**src/rtl/alu_issue_stage.sv**
```systemverilog
// alu_issue_stage: ID/EX issue stage ahead of the ALU.
// Captures decoded operands into a two-entry (main + skid) buffer with
// valid/ready handshakes on both sides, flags unimplemented operation codes
// and counts downstream stall cycles.
// Optional feature macro: ALU_FWD_EN (operand forwarding at capture).
module alu_issue_stage #(
   parameter int unsigned WORDSIZE = 64,
   parameter int unsigned REGADDR  = 5,
   parameter int unsigned CNTWIDTH = 16
) (
   input  logic                clk,
   input  logic                rst,
   input  logic                flush,
   input  logic                in_valid,
   output logic                in_ready,
   input  logic [WORDSIZE-1:0] in_rs1_data,
   input  logic [WORDSIZE-1:0] in_rs2_data,
   input  logic [WORDSIZE-1:0] in_imm,
   input  logic                in_use_imm,
   input  logic [REGADDR-1:0]  in_rs1_addr,
   input  logic [REGADDR-1:0]  in_rs2_addr,
   input  logic [REGADDR-1:0]  in_rd_addr,
   input  logic [5:0]          in_operation,
   input  logic                fwd_valid,
   input  logic [REGADDR-1:0]  fwd_rd_addr,
   input  logic [WORDSIZE-1:0] fwd_data,
   output logic                out_valid,
   input  logic                out_ready,
   output logic [WORDSIZE-1:0] input_a,
   output logic [WORDSIZE-1:0] input_b,
   output logic [5:0]          operation,
   output logic [REGADDR-1:0]  out_rd_addr,
   output logic                op_illegal,
   output logic [CNTWIDTH-1:0] stall_count
);

   localparam int unsigned OPW = 6;

   typedef struct packed {
      logic [WORDSIZE-1:0] a;
      logic [WORDSIZE-1:0] b;
      logic [OPW-1:0]      op;
      logic [REGADDR-1:0]  rd;
      logic                ill;
   } entry_t;

   typedef enum logic [1:0] {EMPTY, BUSY, FULL} state_t;

   state_t state, state_next;
   entry_t cap, main_q, skid_q;
   logic   accept, pop;
   logic   take_in, skid_load, skid_to_main;

   // Legal codes: 00_0000..00_0100, 01_0000..01_0010, 1x_0000..1x_0011
   function automatic logic op_is_illegal(input logic [OPW-1:0] op);
      logic ill;
      case (op[5:4])
         2'b00:   ill = (op[3:0] > 4'd4);
         2'b01:   ill = (op[3:0] > 4'd2);
         default: ill = (op[3:0] > 4'd3);
      endcase
      return ill;
   endfunction

`ifndef ALU_FWD_EN
   logic unused_fwd;
   assign unused_fwd = ^{fwd_valid, fwd_rd_addr, fwd_data, in_rs1_addr, in_rs2_addr};
`endif

   // Build the entry to be captured: operand B select, optional forwarding, legality
   always_comb begin
      cap.a   = in_rs1_data;
      cap.b   = in_use_imm ? in_imm : in_rs2_data;
      cap.op  = in_operation;
      cap.rd  = in_rd_addr;
      cap.ill = op_is_illegal(in_operation);
`ifdef ALU_FWD_EN
      if (fwd_valid && (fwd_rd_addr != '0)) begin
         if (fwd_rd_addr == in_rs1_addr) cap.a = fwd_data;
         if ((fwd_rd_addr == in_rs2_addr) && !in_use_imm) cap.b = fwd_data;
      end
`endif
   end

   assign accept = in_valid & in_ready;
   assign pop    = out_valid & out_ready;

   // State register
   always_ff @(posedge clk) begin
      if (rst) state <= EMPTY;
      else     state <= state_next;
   end

   // Next-state and buffer steering
   always_comb begin
      state_next   = state;
      take_in      = 1'b0;
      skid_load    = 1'b0;
      skid_to_main = 1'b0;
      if (flush) begin
         state_next = EMPTY;
      end else begin
         case (state)
            EMPTY: if (accept) begin
               state_next = BUSY;
               take_in    = 1'b1;
            end
            BUSY: begin
               if (accept && !pop) begin
                  state_next = FULL;
                  skid_load  = 1'b1;
               end else if (!accept && pop) begin
                  state_next = EMPTY;
               end else if (accept && pop) begin
                  take_in = 1'b1;
               end
            end
            FULL: if (pop) begin
               state_next   = BUSY;
               skid_to_main = 1'b1;
            end
            default: state_next = EMPTY;
         endcase
      end
   end

   // Entry storage, handshake flags and saturating stall counter
   always_ff @(posedge clk) begin
      if (rst) begin
         main_q      <= '0;
         skid_q      <= '0;
         out_valid   <= 1'b0;
         in_ready    <= 1'b1;
         stall_count <= '0;
      end else begin
         out_valid <= (state_next != EMPTY);
         in_ready  <= (state_next != FULL);
         if (take_in)           main_q <= cap;
         else if (skid_to_main) main_q <= skid_q;
         if (skid_load) skid_q <= cap;
         if (out_valid && !out_ready && (stall_count != '1))
            stall_count <= stall_count + CNTWIDTH'(1);
      end
   end

   assign input_a     = main_q.a;
   assign input_b     = main_q.b;
   assign operation   = main_q.op;
   assign out_rd_addr = main_q.rd;
   assign op_illegal  = main_q.ill;

endmodule
```
**config.mk**
```make
export PLATFORM = sky130hd
export DESIGN_NAME = alu_issue_stage
export DESIGN_NICKNAME = d
export VERILOG_FILES = /design/src/rtl/alu_issue_stage.sv
export SDC_FILE = /design/constraint.sdc
export NUM_CORES = 1
export LEC_CHECK = 0
export CAP_MARGIN = 20
export CORE_AREA = 2 2 171 173
export CTS_CLUSTER_SIZE = 10
export DETAILED_ROUTE_END_ITERATION = 8
export DIE_AREA = 0 0 173 175
export PLACE_DENSITY = 0.78
export SYNTH_ARGS = -nofsm -noshare
export SYNTH_HDL_FRONTEND = slang
export SYNTH_SLANG_ARGS = --single-unit
```
**constraint.sdc**
```tcl
create_clock -name clk -period 5.5 [get_ports clk]
set_input_delay 1.1 -clock clk [delete_from_list [all_inputs] [get_ports clk]]
set_output_delay 1.1 -clock clk [all_outputs]
set_load 0.01 [all_outputs]
```
**Word-level counts from Yosys, hierarchy flattened**

Cells that the tools add are included.

- Input port bits: 289
- Register bits after elaboration: 300

- Equality and inequality tests: 5
- $add $sub $neg: 1
- Reductions and logical operators: 12
- Bitwise operators: 2
- $lt $le $gt $ge: 3
- Mux-type cells: 22

Operator list:

| cell | number |
|---|---|
| $mux 140 | 2 |
| $mux 64 | 1 |
| $add 16x1->16 const B | 1 |
| $ne 16x16->1 const B | 1 |
| $mux 1 | 11 |
| $mux 2 | 5 |
| $gt 4x2->1 const B | 2 |
| $pmux 2 s3 | 1 |
| $logic_and 1x1->1 | 5 |
| $eq 2x1->1 const B | 2 |
| $gt 4x3->1 const B | 1 |
| $logic_not 2->1 | 2 |
| $pmux 1 s2 | 2 |
| $reduce_bool 2->1 | 2 |
| $logic_not 1->1 | 3 |
| $and 1x1->1 | 2 |
| $eq 2x2->1 const B | 1 |
| $ne 2x2->1 const B | 1 |

**Logic depth before layout (Yosys ltp)**

Gate-level depths: netlist of run 1.

- Depth in word-level cells: 8
- Mapped depth: 7

**Worst setup path after synthesis of run 1**

OpenSTA, ideal clock, no wires.

- Path kind: input to register
- Start: in out_ready
- End: reg stall_count[13]
- Library setup time: 0.070 ns
- Required time: 5.430 ns
- Stages: 5
- Buffers on the path: 1
- Setup slack: 2.993 ns
- Arrival time: 2.436 ns
- Cells stage by stage: nand2b_1 > buf_6 > or4b_4 > or4_1 > a21oi_1

- Cells in the longest elaborated chain, start to end: 3

Ends and longest elaborated chain:

| item | RTL line | source |
|---|---|---|
| from (decl) | 28 | `input logic out_ready,` |
| $logic_not 1->1 | 141 | `if (out_valid && !out_ready && (stall_count != '1))` |
| $logic_and 1x1->1 (2 in a row) | 141 |  |
| to (signal assigned) | 142 | `stall_count <= stall_count + CNTWIDTH'(1);` |
| to (decl) | 34 | `output logic [CNTWIDTH-1:0] stall_count` |

Every way passes these cells.
A chain may end at the register's enable or synchronous reset.

**Worst setup path in the final report of run 1**

- Start: in out_ready
- End: reg main_q (netlist bit input_a[12])

- Cells in the longest elaborated chain, start to end: 8
- Elaborated cells between the ends (all ways): 15

Ends and longest elaborated chain:

| item | RTL line | source |
|---|---|---|
| $and 1x1->1 * | 86 | `assign pop = out_valid & out_ready;` |
| $logic_and 1x1->1 | 114 | `end else if (accept && pop) begin` |
| $mux 1 | 114 |  |
| $mux 1 | 112 | `end else if (!accept && pop) begin` |
| $mux 1 | 109 | `if (accept && !pop) begin` |
| $pmux 1 s2 | 103 | `case (state)` |
| $mux 1 | 100 | `if (flush) begin` |
| $mux 140 or $reduce_bool 2->1 (tied branches) | - |  |
| to (signal assigned) | 138 | `if (take_in) main_q <= cap;` |
| to (signal assigned) | 139 | `else if (skid_to_main) main_q <= skid_q;` |
| to (decl) | 50 | `entry_t cap, main_q, skid_q;` |

Every way passes the cells marked *; elsewhere a longest branch is shown, timed or not.

==> flow_summary.yaml, run 1 <==
run_status:
  outcome: "complete, no violations"
power_and_ir_drop:
  pwr-share-comb_pct: 13.5
  p_clk_share_pct: 40.4
  ir_drop_mv: 0.229
  leakage_nw: 5.79
  switching_share_pct: 23.8
  p_per_area_nw_per_um2: 298
  p_int_mw: 3.85
  switchingPower_mw: 1.20
  pwr-share-seq_pct: 46.0
hold_path:
  hold_path_end: "skid_q[124]"
  holdPathStages: 2
  hold_class: "reg2reg"
  hold_start: "skid_q[124]"
yosys:
  synth_top_cells_by_count: "dfxtp_1, nand2_1, a21oi_1, nor2_1, a211oi_1"
  synthXorXnorAreaFrac_pct: 0
  synth_top_cell_by_area: "dfxtp_1"
  synth_cell_types: 41
  synth_edf_count: 0
  syn_inst: 1462
  synth.cell_area_um2: 12200
  ys.flop_type: "dfxtp_1"
  synthSimpleGateAreaFrac_pct: 16.5
  synth_top_family_by_area: "compound AO/OA/AOI/OAI gates"
  synthMuxAreaShare_pct: 5.68
  synth_area_leaders: "dfxtp_1, a21oi_1, nand2_1, a211oi_1, mux2i_1"
  synthArstFlopShare_pct: 0
  yosysSeqAreaShare_pct: 49.2
  yosysWarnings: 0
  syn_avg_cell_area_um2: 8.36
  synth_compound_area_share_pct: 23.6
  ys_ff_latch: 300
  synth_top_cell_area_share_pct: 49.2
  yosys.area_share.adder_pct: 0.102
  syn-num-nets: 1752
clock_tree:
  htree_levels: 2
  post_cts_buffers: 0
  clock-sinks: 300
  clkSlewWorstSetupHoldPaths_ns: 0.05
  clock_latency_ns: 0.50
  cts_buffers: 36
  clk_path_buf_depth: 3
  cts_tree: "built"
  root_buffer: "clkbuf_16"
  hold_buffers: 0
  cts_resized: 0
flow_run:
  drv_cap: 0
placed_design:
  place_congestion: 0.795
  portBuffers: 366
  dpl.hpwl_um: 23100
setup_path:
  timing.rr.end: "input_a[12]"
  required_ns: 5.89
  cp_cell_sequence: "clkdlybuf4s50_1 > a21boi_1 > or3_2 > buf_4 > nor2_1 > a211oi_1"
  cp_data_arrival_time_ns: 3.49
  cp_max_fo: 41
  slowest_stage: "or3_2"
  ff2ff_path_depth: 5
  r2r_start: "state[0]"
  critPathKind: "in2reg"
  crit_path_start_kind: "input pin"
  rrSetupSlack_ns: 3.08
  cp-end-kind: "flop"
  slowest_delay_ns: 0.78
die:
  core-area_um2: 28400
  fp.dieArea_um2: 30300
  die_y_um: 175
  ios: 447
  rows: 62
  start_util_pct: 43.0
  fp.dieW_um: 173
finish:
  final_nets: 2031
  postLayoutCoreUtil_pct: 59.6
  syn2layout_area_growth_pct: 38.5
  drive_above_1_share_pct: 3.83
  diodes: 0
sta:
  fmax_mhz: 323
  setup_violations: 0
  rsz0062_at_grt: "no"
  hold_ws_ns: 0.451
  max_slew_margin_pct: 24.9
  max_slew.worst_pin.slew_ns: 1.13
  hold_viol: 0
  slew_violations: 0
  fin_crit_sh_pct: 56.2
  fin_skew_ns: 0.0159
  tns_ns: 0
  timing.final.crit_period_ns: 3.09
detailed_routing:
  drt_iter0_drc: 1017
  via_per_inst: 5.56
  antenna_left: 0
  wl_per_cell_um: 17.0
  drc: 0
  vias: 11900
  wl_um: 36300
  dr.pass1.iters: 5
global_routing:
  grt_overflow: 0
  grt_pass1_vias: 11400
  grt_pass1_wl_um: 58600
  grt_max_degree: 167
  grt_usage_pct: 23.0
  grt_antenna_before_repair: 0
==> cells by family after synthesis <==
kind of cell    after synthesis
compound gates              450
fa+ha+maj                     1
buf+inv                     143
flops                       300
mux                          69
simple gates                499
==> registers in the layout, indices dropped and copies added (netlist names) <==
name	flops
operation	6
out_valid	1
out_rd_addr	5
state	2
skid_q	140
input_b	64
input_a	64
in_ready	1
op_illegal	1
stall_count	16
==> power groups by stage <==
stage / combinational [mW] / sequential [mW] / clock, mW
2_1_floorplan: 0.262 / 2.40 / 0
3_3_place_gp: 0.667 / 2.36 / 0
3_5_place_dp: 0.679 / 2.37 / 0
4_1_cts: 0.684 / 2.32 / 2.08
5_1_grt: 0.738 / 2.33 / 2.18
6_report: 0.682 / 2.32 / 2.04
==> final cells by class <==
type	count	area (um2)
Timing Repair Buffer	379	3810
Tap cell	384	480
Fill cell	2434	11500
Multi-Input combinational cell	1019	5630
Clock buffer	44	952
Sequential cell	300	6010
Inverter	5	18.8
Clock inverter	3	22.5
==> metrics by stage <==
stage / power, mW / worst slack, ns / instance area, um2 / instances
floorplan: 2.66 / 2.99 / 12200 / 1462
global placement: 3.03 / 1.97 / 15900 / 2087
detailed placement: 3.05 / 1.89 / 15900 / 2087
CTS: 5.09 / 2.40 / 16900 / 2134
global route: 5.25 / 2.20 / 16900 / 2134
finish: 5.05 / 2.41 / 16900 / 2134
==> worst max path at each step <==
stage                     startpoint         endpoint  slack [ns]  cells after the start
after floorplan            out_ready  stall_count[13]        2.99                      5
after global placement     out_ready       input_a[5]        1.97                      6
after detailed placement   out_ready      input_a[11]        1.89                      6
after CTS                  out_ready      input_a[12]        2.40                      6
after global routing       out_ready      input_a[16]        2.20                      6
final                      out_ready      input_a[12]        2.41                      6
==> layer usage <==
metal	vias up	global-route usage (%)	part of all wire [%]
li1	5716	-	-
met5	-	0	0
met2	455	37.4	47
met4	0	7.45	2.5
met1	5627	28.4	42
met3	64	8.25	9.2
==> critical path: cells and delay by family <==
family          cells  cell delay (ns)
compound gates      2             0.59
simple gates        2             0.86
buf+inv             2             0.91
==> placed cells by master (no fill, tap or decap), types with 10 or more instances in the layout <==
| cell type | synthesis | layout |
|---|---|---|
| a211oi_1 | 139 | 139 |
| nor2_1 | 149 | 149 |
| nand2_1 | 300 | 300 |
| clkbuf_16 | 0 | 37 |
| clkdlybuf4s50_1 | 0 | 364 |
| buf_4 | 0 | 10 |
| dfxtp_1 | 300 | 300 |
| mux2i_1 | 66 | 66 |
| a221oi_1 | 63 | 63 |
| a21oi_1 | 226 | 226 |
No activity file was read; power rests on OpenSTA's default activity.
==> run 2: changes to the inputs <==
- CORE_AREA: 2 2 171 173 -> 2 2 173 175
- DIE_AREA: 0 0 173 175 -> 0 0 175 177
- PLACE_DENSITY: 0.78 -> 0.76
- clock period: 5.5 -> 3.2 ns (I/O delays scaled with it)
==> run 2 against run 1 <==
  * Cell area up 1.8%
  * Largest cell class unchanged
  * Sequential power up 72%
  * Hold slack better by 0.0025 ns
  * Clock skew down 0.0036 ns
  * Critical endpoint is now skid_q[28]
  * Non-clock buffer count up 13
  * Clock power up 78%
==> flow_summary.yaml, run 2 (synthesized netlist as in run 1, its figures left out) <==
placed_design:
  place_congestion: 0.756
  portBuffers: 366
  dpl.hpwl_um: 23600
sta:
  fin_crit_sh_pct: 74.8
  max_slew.worst_pin.slew_ns: 0.646
  fin_skew_ns: 0.0122
  max_slew_margin_pct: 57.0
  fmax_mhz: 418
  setup_violations: 0
  tns_ns: 0
  timing.final.crit_period_ns: 2.39
  hold_viol: 0
  rsz0062_at_grt: "no"
  slew_violations: 0
detailed_routing:
  drt_iter0_drc: 913
  dr.pass1.iters: 5
  wl_um: 36800
  via_per_inst: 5.51
  wl_per_cell_um: 17.1
  vias: 11800
  drc: 0
  antenna_left: 0
clock_tree:
  post_cts_buffers: 0
  clk_path_buf_depth: 3
  cts_resized: 0
  clkSlewWorstSetupHoldPaths_ns: 0.05
  cts_buffers: 36
  clock_latency_ns: 0.51
  clock-sinks: 300
  cts_tree: "built"
  root_buffer: "clkbuf_16"
  htree_levels: 2
  hold_buffers: 0
finish:
  syn2layout_area_growth_pct: 40.9
  final_nets: 2044
  postLayoutCoreUtil_pct: 58.9
  multi_input_area_um2: 5630
  largest_reg_flops: 140
  register_area_um2: 6010
  layout_commonest_cell: "clkdlybuf4s50_1"
  final_cell_mix: "clkdlybuf4s50_1, nand2_1, dfxtp_1"
  diodes: 0
  regMostFlops: "skid_q"
  drive_above_1_share_pct: 4.60
  nFillCells: 2480
setup_path:
  crit_path_start_kind: "input pin"
  cp-end-kind: "flop"
  slowest_delay_ns: 0.49
  critPathKind: "in2reg"
  cp_cell_sequence: "clkdlybuf4s50_1 > a21boi_1 > nor3b_4 > buf_12 > buf_12 > nor2_1 > a211oi_1"
  crit_top_cell: "buf_12"
  cp_data_arrival_time_ns: 2.79
  slowest_stage: "clkdlybuf4s50_1"
  required_ns: 3.60
  cp_max_fo: 64
power_and_ir_drop:
  p_per_area_nw_per_um2: 512
  leakage_nw: 5.92
  ir_drop_mv: 0.366
die:
  ios: 447
  fp.dieW_um: 175
  core-area_um2: 29200
  start_util_pct: 41.8
  die_y_um: 177
  fp.dieArea_um2: 31000
  rows: 63
global_routing:
  grt_antenna_before_repair: 0
  grt_max_degree: 99
  grt_pass1_vias: 11500
  grt_usage_pct: 22.7
  grt_overflow: 0
  grt_pass1_wl_um: 58000
flow_run:
  drv_cap: 0
run_status:
  outcome: "complete, no violations"
hold_path:
  hold_class: "reg2reg"
## run 2: cell count changes in the layout (fill, tap and decap cells not counted)
cell       previous run  this run
buf_12                4        17
clkbuf_1              7         4
buf_8                 0         1
bufinv_16             0         1
clkinv_2              1         0
## run 2: worst max-delay path, delay by kind of cell
family | cells | cell delay (ns)
AOI/OAI and AO/OA | 2 | 0.64
buffers and inverters | 3 | 1.08
and+or+nand+nor | 2 | 0.39
## run 2: layout make-up
type	instances	share of cell area [%]
flip-flops and latches	300	34.9
multi-input cells	1019	32.7
inverters	5	0.109
well taps	390	2.83
repair buffers	392	23.7
clock buffers	42	5.54
clock inverters	3	0.276
## run 2: per-stage QoR
step | std cells | area, um2 | worst slack [ns] | total power, mW | hold slack (ns)
after floorplan | 1462 | 12200 | 1.15 | 4.57 | 0.437
after global placement | 2106 | 16200 | 0.436 | 5.24 | 0.441
after detailed placement | 2106 | 16200 | 0.286 | 5.27 | 0.447
after CTS | 2151 | 17200 | 0.762 | 8.92 | 0.454
after global routing | 2151 | 17200 | 0.641 | 9.16 | 0.470
final | 2151 | 17200 | 0.808 | 8.82 | 0.453
## run 2: final timing paths
| kind | slack (ns) | cells after the start | start | endpoint |
|---|---|---|---|---|
| max | 0.81 | 7 | out_ready | skid_q[28] |
| min | 0.45 | 2 | skid_q[113] | input_a[37] |
| max reg2reg | 1.01 | 6 | state[0] | skid_q[28] |
| min reg2reg | 0.45 | 2 | skid_q[113] | input_a[37] |
## run 2: where the power goes
part	total, mW	switching [mW]	leakage [nW]	internal, mW
combinational	1.20	0.545	2.98	0.652
sequential	3.99	0.0877	2.45	3.91
clock	3.63	1.46	0.491	2.16
## run 2: layer usage
metal	track usage, %	vias to the layer above	wire [um]
met5	0	-	0
met4	8.82	0	1160
met3	7.22	78	3230
met2	39.5	414	17600
met1	26.1	5606	14800
li1	-	5750	-
